**src/rtl/exc_ctrl_pkg.sv**
```systemverilog
// Shared exception definitions: cause codes, CP0 addresses and Status bit positions,
// exception vectors and the default flush length.
package exc_ctrl_pkg;

    localparam logic [4:0] EXC_CAUSE_INT     = 5'h00;
    localparam logic [4:0] EXC_CAUSE_ADEL    = 5'h04;
    localparam logic [4:0] EXC_CAUSE_ADES    = 5'h05;
    localparam logic [4:0] EXC_CAUSE_SYSCALL = 5'h08;
    localparam logic [4:0] EXC_CAUSE_BP      = 5'h09;
    localparam logic [4:0] EXC_CAUSE_RI      = 5'h0a;
    localparam logic [4:0] EXC_CAUSE_OV      = 5'h0c;
    localparam logic [4:0] EXC_CAUSE_NOP     = 5'h1f;

    localparam logic [4:0] CP0_ADDR_EPC = 5'd14;

    localparam int STATUS_IE    = 0;
    localparam int STATUS_EXL   = 1;
    localparam int STATUS_IM_LO = 10;
    localparam int STATUS_IM_HI = 15;
    localparam int STATUS_BEV   = 22;

    localparam logic [31:0] EXC_VECTOR     = 32'h8000_0180;
    localparam logic [31:0] EXC_VECTOR_BEV = 32'hBFC0_0380;

    localparam int EXC_FLUSH_CYCLES = 2;

    function automatic logic [31:0] exc_vector(input logic bev);
        return bev ? EXC_VECTOR_BEV : EXC_VECTOR;
    endfunction

endpackage

```
**src/rtl/exc_prio_sel.sv**
```systemverilog
// Purpose: picks the single highest-priority event among interrupt, stage causes and ERET.
// Latency: combinational. Backpressure: none; the caller only samples it while idle.
module exc_prio_sel
    import exc_ctrl_pkg::*;
(
    input  logic        i_int_pending,
    input  logic        i_mem_valid,
    input  logic        i_mem_eret,
    input  logic [4:0]  i_if_cause,
    input  logic [4:0]  i_id_cause,
    input  logic [4:0]  i_ex_cause,
    input  logic [4:0]  i_mem_cause,
    input  logic [31:0] i_if_pc,
    input  logic [31:0] i_id_pc,
    input  logic [31:0] i_ex_pc,
    input  logic [31:0] i_mem_pc,
    input  logic        i_if_bd,
    input  logic        i_id_bd,
    input  logic        i_ex_bd,
    input  logic        i_mem_bd,
    output logic        o_valid,
    output logic [4:0]  o_cause,
    output logic [31:0] o_pc,
    output logic        o_bd,
    output logic        o_is_eret
);

    always_comb begin
        o_valid   = 1'b0;
        o_cause   = EXC_CAUSE_NOP;
        o_pc      = i_mem_pc;
        o_bd      = i_mem_bd;
        o_is_eret = 1'b0;
        // Interrupts need a real instruction in MEM to attach an EPC to.
        if (i_int_pending && i_mem_valid) begin
            o_valid = 1'b1;
            o_cause = EXC_CAUSE_INT;
        end else if (i_mem_cause != EXC_CAUSE_NOP) begin
            o_valid = 1'b1;
            o_cause = i_mem_cause;
        end else if (i_ex_cause != EXC_CAUSE_NOP) begin
            o_valid = 1'b1;
            o_cause = i_ex_cause;
            o_pc    = i_ex_pc;
            o_bd    = i_ex_bd;
        end else if (i_id_cause != EXC_CAUSE_NOP) begin
            o_valid = 1'b1;
            o_cause = i_id_cause;
            o_pc    = i_id_pc;
            o_bd    = i_id_bd;
        end else if (i_if_cause != EXC_CAUSE_NOP) begin
            o_valid = 1'b1;
            o_cause = i_if_cause;
            o_pc    = i_if_pc;
            o_bd    = i_if_bd;
        end else if (i_mem_eret) begin
            o_valid   = 1'b1;
            o_is_eret = 1'b1;
        end
    end

endmodule

```
**src/rtl/exc_ctrl.sv**
```systemverilog
// Purpose: sequences one exception/interrupt/ERET at a time into CP0 entry, pipeline flush and fetch redirect.
// Latency: event in cycle N -> CP0 inputs N+1, flush N+1..N+FLUSH_CYCLES, redirect N+FLUSH_CYCLES+1.
// Backpressure: redirect holds valid and pc until i_redirect_ready; no new event is taken until then.
module exc_ctrl
    import exc_ctrl_pkg::*;
#(
    parameter int FLUSH_CYCLES = EXC_FLUSH_CYCLES
) (
    input  logic        clk,
    input  logic        resetn,
    input  logic [4:0]  i_if_cause,
    input  logic [4:0]  i_id_cause,
    input  logic [4:0]  i_ex_cause,
    input  logic [4:0]  i_mem_cause,
    input  logic [31:0] i_if_pc,
    input  logic [31:0] i_id_pc,
    input  logic [31:0] i_ex_pc,
    input  logic [31:0] i_mem_pc,
    input  logic        i_if_bd,
    input  logic        i_id_bd,
    input  logic        i_ex_bd,
    input  logic        i_mem_bd,
    input  logic        i_mem_valid,
    input  logic        i_mem_eret,
    input  logic [5:0]  i_int,
    input  logic [31:0] i_status,
    input  logic [31:0] i_epc,
    input  logic        i_cp0_we,
    input  logic [4:0]  i_cp0_waddr,
    input  logic [31:0] i_cp0_wdata,
    output logic [4:0]  o_except_cause,
    output logic [31:0] o_exc_pc,
    output logic        o_exc_bd,
    output logic        o_is_eret,
    output logic        o_flush,
    output logic        o_redirect_valid,
    output logic [31:0] o_redirect_pc,
    input  logic        i_redirect_ready,
    output logic        o_busy
);

    typedef enum logic [1:0] {
        IDLE     = 2'd0,
        COMMIT   = 2'd1,
        FLUSH    = 2'd2,
        REDIRECT = 2'd3
    } state_e;

    localparam logic [3:0] FLUSH_LAST = 4'(FLUSH_CYCLES > 1 ? FLUSH_CYCLES - 2 : 0);

    state_e      state_q, state_d;
    logic [3:0]  cnt_q, cnt_d;
    logic [5:0]  int_meta_q, int_meta_d;
    logic [5:0]  int_s_q, int_s_d;
    logic [4:0]  cause_q, cause_d;
    logic [31:0] exc_pc_q, exc_pc_d;
    logic        exc_bd_q, exc_bd_d;
    logic        is_eret_q, is_eret_d;
    logic        flush_q, flush_d;
    logic        rv_q, rv_d;
    logic [31:0] rpc_q, rpc_d;
    logic        busy_q, busy_d;

    logic        int_pending;
    logic        sel_valid;
    logic [4:0]  sel_cause;
    logic [31:0] sel_pc;
    logic        sel_bd;
    logic        sel_is_eret;
    logic [31:0] epc_fwd;
    logic        unused_status;

    assign int_pending = (|(int_s_q & i_status[STATUS_IM_HI:STATUS_IM_LO]))
                       & i_status[STATUS_IE] & ~i_status[STATUS_EXL];
    // An MTC0 to EPC in the same cycle as ERET must win over the stale register value.
    assign epc_fwd = (i_cp0_we && i_cp0_waddr == CP0_ADDR_EPC) ? i_cp0_wdata : i_epc;
    assign unused_status = ^{i_status[31:23], i_status[21:16], i_status[9:2]};

    exc_prio_sel u_prio_sel (
        .i_int_pending (int_pending),
        .i_mem_valid   (i_mem_valid),
        .i_mem_eret    (i_mem_eret),
        .i_if_cause    (i_if_cause),
        .i_id_cause    (i_id_cause),
        .i_ex_cause    (i_ex_cause),
        .i_mem_cause   (i_mem_cause),
        .i_if_pc       (i_if_pc),
        .i_id_pc       (i_id_pc),
        .i_ex_pc       (i_ex_pc),
        .i_mem_pc      (i_mem_pc),
        .i_if_bd       (i_if_bd),
        .i_id_bd       (i_id_bd),
        .i_ex_bd       (i_ex_bd),
        .i_mem_bd      (i_mem_bd),
        .o_valid       (sel_valid),
        .o_cause       (sel_cause),
        .o_pc          (sel_pc),
        .o_bd          (sel_bd),
        .o_is_eret     (sel_is_eret)
    );

    always_comb begin
        state_d    = state_q;
        cnt_d      = cnt_q;
        int_meta_d = i_int;
        int_s_d    = int_meta_q;
        cause_d    = EXC_CAUSE_NOP;
        exc_pc_d   = exc_pc_q;
        exc_bd_d   = exc_bd_q;
        is_eret_d  = 1'b0;
        flush_d    = 1'b0;
        rv_d       = 1'b0;
        rpc_d      = rpc_q;
        unique case (state_q)
            IDLE: begin
                if (sel_valid) begin
                    state_d = COMMIT;
                    flush_d = 1'b1;
                    if (sel_is_eret) begin
                        is_eret_d = 1'b1;
                        rpc_d     = epc_fwd;
                    end else begin
                        cause_d  = sel_cause;
                        exc_pc_d = sel_pc;
                        exc_bd_d = sel_bd;
                        rpc_d    = exc_vector(i_status[STATUS_BEV]);
                    end
                end
            end
            COMMIT: begin
                if (FLUSH_CYCLES > 1) begin
                    state_d = FLUSH;
                    cnt_d   = 4'd0;
                    flush_d = 1'b1;
                end else begin
                    state_d = REDIRECT;
                    rv_d    = 1'b1;
                end
            end
            FLUSH: begin
                if (cnt_q == FLUSH_LAST) begin
                    state_d = REDIRECT;
                    cnt_d   = 4'd0;
                    rv_d    = 1'b1;
                end else begin
                    cnt_d   = cnt_q + 4'd1;
                    flush_d = 1'b1;
                end
            end
            REDIRECT: begin
                if (i_redirect_ready) state_d = IDLE;
                else                  rv_d    = 1'b1;
            end
            default: state_d = IDLE;
        endcase
        busy_d = (state_d != IDLE);
    end

    always_ff @(posedge clk or negedge resetn) begin
        if (!resetn) begin
            state_q    <= IDLE;
            cnt_q      <= 4'd0;
            int_meta_q <= 6'd0;
            int_s_q    <= 6'd0;
            cause_q    <= EXC_CAUSE_NOP;
            exc_pc_q   <= 32'd0;
            exc_bd_q   <= 1'b0;
            is_eret_q  <= 1'b0;
            flush_q    <= 1'b0;
            rv_q       <= 1'b0;
            rpc_q      <= 32'd0;
            busy_q     <= 1'b0;
        end else begin
            state_q    <= state_d;
            cnt_q      <= cnt_d;
            int_meta_q <= int_meta_d;
            int_s_q    <= int_s_d;
            cause_q    <= cause_d;
            exc_pc_q   <= exc_pc_d;
            exc_bd_q   <= exc_bd_d;
            is_eret_q  <= is_eret_d;
            flush_q    <= flush_d;
            rv_q       <= rv_d;
            rpc_q      <= rpc_d;
            busy_q     <= busy_d;
        end
    end

    assign o_except_cause   = cause_q;
    assign o_exc_pc         = exc_pc_q;
    assign o_exc_bd         = exc_bd_q;
    assign o_is_eret        = is_eret_q;
    assign o_flush          = flush_q;
    assign o_redirect_valid = rv_q;
    assign o_redirect_pc    = rpc_q;
    assign o_busy           = busy_q;

endmodule

```
**config.mk**
```make
export PLATFORM = sky130hd
export DESIGN_NAME = exc_ctrl
export DESIGN_NICKNAME = d
export VERILOG_FILES = /design/src/rtl/exc_ctrl_pkg.sv /design/src/rtl/exc_prio_sel.sv /design/src/rtl/exc_ctrl.sv
export SDC_FILE = /design/constraint.sdc
export NUM_CORES = 1
export LEC_CHECK = 0
export CAP_MARGIN = 20
export CORE_AREA = 2 2 131 133
export CTS_CLUSTER_SIZE = 16
export DETAILED_ROUTE_END_ITERATION = 8
export DIE_AREA = 0 0 133 135
export MAX_ROUTING_LAYER = met4
export PLACE_DENSITY = 0.73
export SLEW_MARGIN = 20
export SYNTH_ARGS = -nofsm -noshare
export SYNTH_HDL_FRONTEND = slang
export SYNTH_SLANG_ARGS = --single-unit
```
**constraint.sdc**
```tcl
create_clock -name clk -period 2.25 [get_ports clk]
set_clock_uncertainty 0.15 [all_clocks]
set_input_delay 0.45 -clock clk [delete_from_list [all_inputs] [get_ports clk]]
set_output_delay 0.45 -clock clk [all_outputs]
set_load 0.01 [all_outputs]
```
# Word level (Yosys, flattened, before mapping)
# Cells that the tools add are included.
# word_totals
regBits	92
latchBits	0
ramBits	0
romBits	0
in_bits	265
output_inout_bits	74
word_cells	82
mem_count	0
# classes
add_sub_neg	1
n_mul	0
div	0
magnitude_cmp	0
eq_ne	8
shift	0
n_mux	47
bitwise	5
reduce_logical	9
# ops
operator	n
$mux 32	7
$mux 5	8
$mux 30	1
$mux 1	23
$ne 5x5->1 const B	4
$pmux 2 s4	1
$pmux 4 s2	1
$and 6x6->6	1
$mux 2	3
$reduce_or 6->1	1
$eq 5x4->1 const B	1
$add 4x1->4 const B	1
$eq 2x2->1 const B	2
$logic_not 4->1	1
$mux 4	1
$reduce_bool 2->1	2
$pmux 1 s3	1
$reduce_and 3->1	1
$and 1x1->1	2
$eq 2x1->1 const B	1
$logic_and 1x1->1	2
$logic_not 2->1	1
$not 1->1	2
$pmux 1 s2	1
$reduce_and 2->1	1

# Longest topological paths before layout
# logic_depth
ltp_word	9
mapped_depth	8
depth_no_buf	7

# By module
# Synthesis repeated with hierarchy kept, for this count alone.
# unflattened
cells_unflattened	598
hier_area_um2	5808.1
# modules_own_cells
mod	instances	cells_per_inst	area_each_um2	seq_area_each_um2
exc_ctrl	1	353	4164.0	2308.5
exc_prio_sel	1	245	1644.1	0.0

# Worst setup path after synthesis
# OpenSTA, ideal clock, no wires.
# synth_path
path_type	input port to flip-flop
startpoint	input port i_if_cause[4]
endpoint	register rpc_q[25], in the netlist o_redirect_pc[25]
setup_time_ps	123
arrival_time_ps	1843
t_required_ps	1977
path_slack_ps	134
cell_stages	7
n_path_buf	2
path_cell_list	and4_1 > buf_2 > nand4_1 > a2111o_1 > o21a_1 > buf_6 > o221a_1
# synth_between
elab_chain_len	7
elab_cells_between_ends	13
classes_between	eq/ne: 1; mux: 11; reduce/logical: 1
# synth_rtl
item	line_no	rtl
from (decl)	exc_ctrl.sv:11	input logic [4:0] i_if_cause,
$ne 5x5->1 (*)	exc_prio_sel.sv:51	end else if (i_if_cause != EXC_CAUSE_NOP) begin
$mux 1	exc_prio_sel.sv:51	
$mux 1	exc_prio_sel.sv:46	end else if (i_id_cause != EXC_CAUSE_NOP) begin
$mux 1	exc_prio_sel.sv:41	end else if (i_ex_cause != EXC_CAUSE_NOP) begin
$mux 1	exc_prio_sel.sv:38	end else if (i_mem_cause != EXC_CAUSE_NOP) begin
$mux 1	exc_prio_sel.sv:35	if (i_int_pending && i_mem_valid) begin
$mux 32 or $reduce_and 2->1 (tied branches)	-	
to (signal assigned)	exc_ctrl.sv:184	rpc_q <= rpc_d;
to (decl)	exc_ctrl.sv:61	logic [31:0] rpc_q, rpc_d;
# Every way passes the cells marked *; elsewhere a longest branch is shown, timed or not.
# A chain may end at the register's enable or synchronous reset.

# Final worst setup path
# layout_path
startpoint	input port i_ex_cause[2]
endpoint	register rpc_q[9], in the netlist o_redirect_pc[9]
# layout_between
elab_chain_len	5
elab_cells_between_ends	9
classes_between	eq/ne: 1; mux: 7; reduce/logical: 1
# layout_rtl
item	line_no	rtl
from (decl)	exc_ctrl.sv:13	input logic [4:0] i_ex_cause,
$ne 5x5->1 (*)	exc_prio_sel.sv:41	
$mux 1	exc_prio_sel.sv:41	
$mux 1	exc_prio_sel.sv:38	
$mux 1	exc_prio_sel.sv:35	
$mux 32 or $reduce_and 2->1 (tied branches)	-	
# Marked as above.

==> impl_metrics.ini <==
[global_route]
track_usage_pct = 23.7
grt_max_degree = 48
grt_first_pass_wirelength_um = 32300
grt_overflow = 0
antenna_found_initial = 1
first_global_vias = 5803

[placed_design]
hpwlAfterDp_um = 15500
place_ws_ns = -0.443
gp_congestion = 0.876
place_area_mm2 = 0.00908
io_buffers = 315

[min_path]
min_path_cells = 0
hp-class = flop to flop
hold_path_startpoint = int_meta_q[4]
hold_end = int_s_q[4]

[critical_path]
critPathCaptureType = flop
crit_arrival_ns = 2.28
critical_path_required_ns = 2.34
path_class = input port to flop
timing.rr.end = o_redirect_pc[9]
worstPathMaxFanout = 7
start_kind = input port
reg2reg_slack_ns = 0.11
timing.rr.start = int_s_q[0]
r2r_cells = 6

[pwr]
pwr_density_cell_mw_per_mm2 = 766
p_leak_nw = 4.00
peakVddDrop_mv = 0.436
power_mw = 7.36

[sta]
max_slew_margin_pct = 62.9
period_share_pct = 97.6
setup_slack_ns = 0.0533
fmax_mhz = 455
worst_pin_slew_ns = 0.557
setup_viol = 0
slew_viol_final = 0
fin_crit_ns = 2.20
rsz0062_at_grt = no
setup_tns_ns = 0
finalHoldViolCount = 0

[cts]
tritoncts = built
clock_latency_ns = 0.35
cts_buffer_depth = 2
clk_pin_slew_ns = 0.08
clock_sinks = 92
h-tree-depth = 3
root_buffer = clkbuf_16
cts_made_buffers = 9

[synth]
synth_cells = 537
synth_seq_area_share_pct = 43.2
syn_area_mm2 = 0.00535
synth_top_flop_cell = dfrtp_1
yosys_warnings = 0
synthArstFlopShare_pct = 100
synth_edf_count = 0
ys_types = 42
ys_seq_elements = 92
syn_nets = 808
syn_avg_cell_area_um2 = 9.96

[detailed_routing]
drt_iter0_markers = 243
dr.pass1.iters = 4
routed-via-count = 5842
routed_via_density = 5.37
avgRoutedWirePerCell_um = 19.9
drc = 0
ant_nets = 0
totalWireLength_um = 21600

[cells_and_area]
area_growth_syn_to_layout_pct = 79.7
design_area_mm2 = 0.00961
drive_gt1_share_pct = 12.2
final_nets = 1132

[floorplan]
initial_core_util_pct = 32.6
die_height_um = 135
num_rows = 47
io_pins = 339
die_area_mm2 = 0.0180
die_width_um = 133
core_area_mm2 = 0.0164

[outcome]
status = finished, final reports clean

[flow_run]
max_cap_viol_count = 0
## synth_stat cells (2+ instances only)
cell       number  area (um2)
a211oi_1       33         248
a21o_1          6        45.0
a21oi_1         8        40.0
a22oi_1         3        22.5
a2bb2oi_1       3        26.3
and2_1          3        18.8
and3_1         35         219
and4_1          2        17.5
buf_1           4        15.0
buf_2          15        75.1
clkbuf_1       33         124
dfrtp_1        87        2180
dfstp_2         5         131
ha_1            6        75.1
inv_1           5        18.8
mux2_2          9         101
mux2i_1        24         240
nand2_1        49         184
nand3_1         5        25.0
nand3b_1        5        37.5
nand4_1         2        12.5
nor2_1         40         150
o211a_1         2        20.0
o211ai_1       33         248
o21a_1          3        22.5
o21ai_0         8        40.0
o21bai_1        4        30.0
o221a_1         5        56.3
o221a_2         4        45.0
o2bb2ai_1      53         464
o311a_1        31         310
o31ai_1         2        15.0
## sequential cells by signal, indices dropped and copies added (netlist names)
register and flops:
int_s_q 6, cnt_q 4, o_flush 1, state_q 2, o_is_eret 1, o_redirect_valid 1, o_exc_bd 1, int_meta_q 6
o_except_cause 5, o_redirect_pc 32, o_exc_pc 32, o_busy 1
## how the worst max path moves through the flow
stage | start | to | slack, ns
2_1_floorplan | i_if_cause[4] | o_redirect_pc[25] | 0.13
3_3_place_gp | i_if_cause[4] | o_redirect_pc[24] | -0.41
3_5_place_dp | i_if_cause[0] | o_redirect_pc[9] | -0.44
4_1_cts | i_if_cause[0] | o_redirect_pc[9] | 0.004
5_1_grt | i_ex_cause[2] | o_redirect_pc[9] | 0.006
6_report | i_ex_cause[2] | o_redirect_pc[9] | 0.05
## worst max-delay path, stage by stage
cell and delay (ns):
clkdlybuf4s50_1 0.48, and2_1 0.14, nand4_1 0.13, a2111o_2 0.42, o21a_4 0.26, buf_12 0.14
o221a_2 0.26
## stage by stage
step / util, % / std cells / hold WS, ns
3_5_place_dp: 55.3 / 1065 / 0.185
3_3_place_gp: 55.3 / 1065 / 0.181
6_report: 58.6 / 1087 / 0.202
4_1_cts: 57.3 / 1082 / 0.203
2_1_floorplan: - / 537 / 0.00441
5_1_grt: 58.6 / 1087 / 0.204
## layout make-up
| class | count | area, um2 |
|---|---|---|
| diodes | 1 | 2.50 |
| clock buffers | 9 | 225 |
| clock inverters | 7 | 88.8 |
| fillers | 1434 | 6800 |
| inverters | 5 | 18.8 |
| multi-input cells | 386 | 2870 |
| flip-flops and latches | 92 | 2310 |
| well taps | 220 | 275 |
| repair buffers | 367 | 3820 |
## repair_timing
item,CTS,global route
hold endpoints to repair,32,0
gates cloned,0,3
resized for setup,1,38
buffers inserted,0,1
setup endpoints to repair,42,48
pin swaps,1,10
hold buffers,1,0
## kinds of logic after synthesis
| logic type | Yosys count | synth area share (%) |
|---|---|---|
| AOI/OAI and AO/OA | 201 | 31.0 |
| adders and majority gates | 6 | 1.40 |
| buffers and inverters | 59 | 4.70 |
| DFF | 92 | 43.2 |
| muxes | 33 | 6.39 |
| and+or+nand+nor | 146 | 13.3 |
## per-layer routing
layer	part of all wire (%)	vias up	wire length [um]	track usage (%)
li1	-	2736	-	-
met1	40	2785	8590	28.3
met2	50	296	10700	39.3
met3	8.9	25	1920	6.57
met4	1.8	0	379	7.23
met5	0	-	0	-
## cells in the final DEF (no fill, tap or decap), drive strengths merged, types with 8 or more instances in the layout
| cell | synthesis | final |
|---|---|---|
| clkdlybuf4s50 | 0 | 294 |
| dfrtp | 87 | 87 |
| o2bb2ai | 53 | 53 |
| nand2 | 49 | 49 |
| buf | 21 | 49 |
| nor2 | 40 | 40 |
| and3 | 35 | 35 |
| a211oi | 33 | 33 |
| o211ai | 33 | 33 |
| o311a | 31 | 31 |
| mux2i | 24 | 24 |
| dlymetal6s2s | 0 | 20 |
| clkbuf | 33 | 12 |
| mux2 | 9 | 9 |
| o21ai | 9 | 9 |
| inv | 5 | 9 |
| o221a | 9 | 9 |
| a21oi | 8 | 8 |
## power breakdown
group / internal [mW] / switching (mW) / leakage (nW) / total [mW]
Sequential: 2.14 / 0.267 / 1.13 / 2.41
Clock: 0.807 / 0.786 / 0.153 / 1.59
Combinational: 1.90 / 1.46 / 2.72 / 3.37
Total: 4.85 / 2.52 / 4.00 / 7.36
No activity file was read; power rests on OpenSTA's default activity.
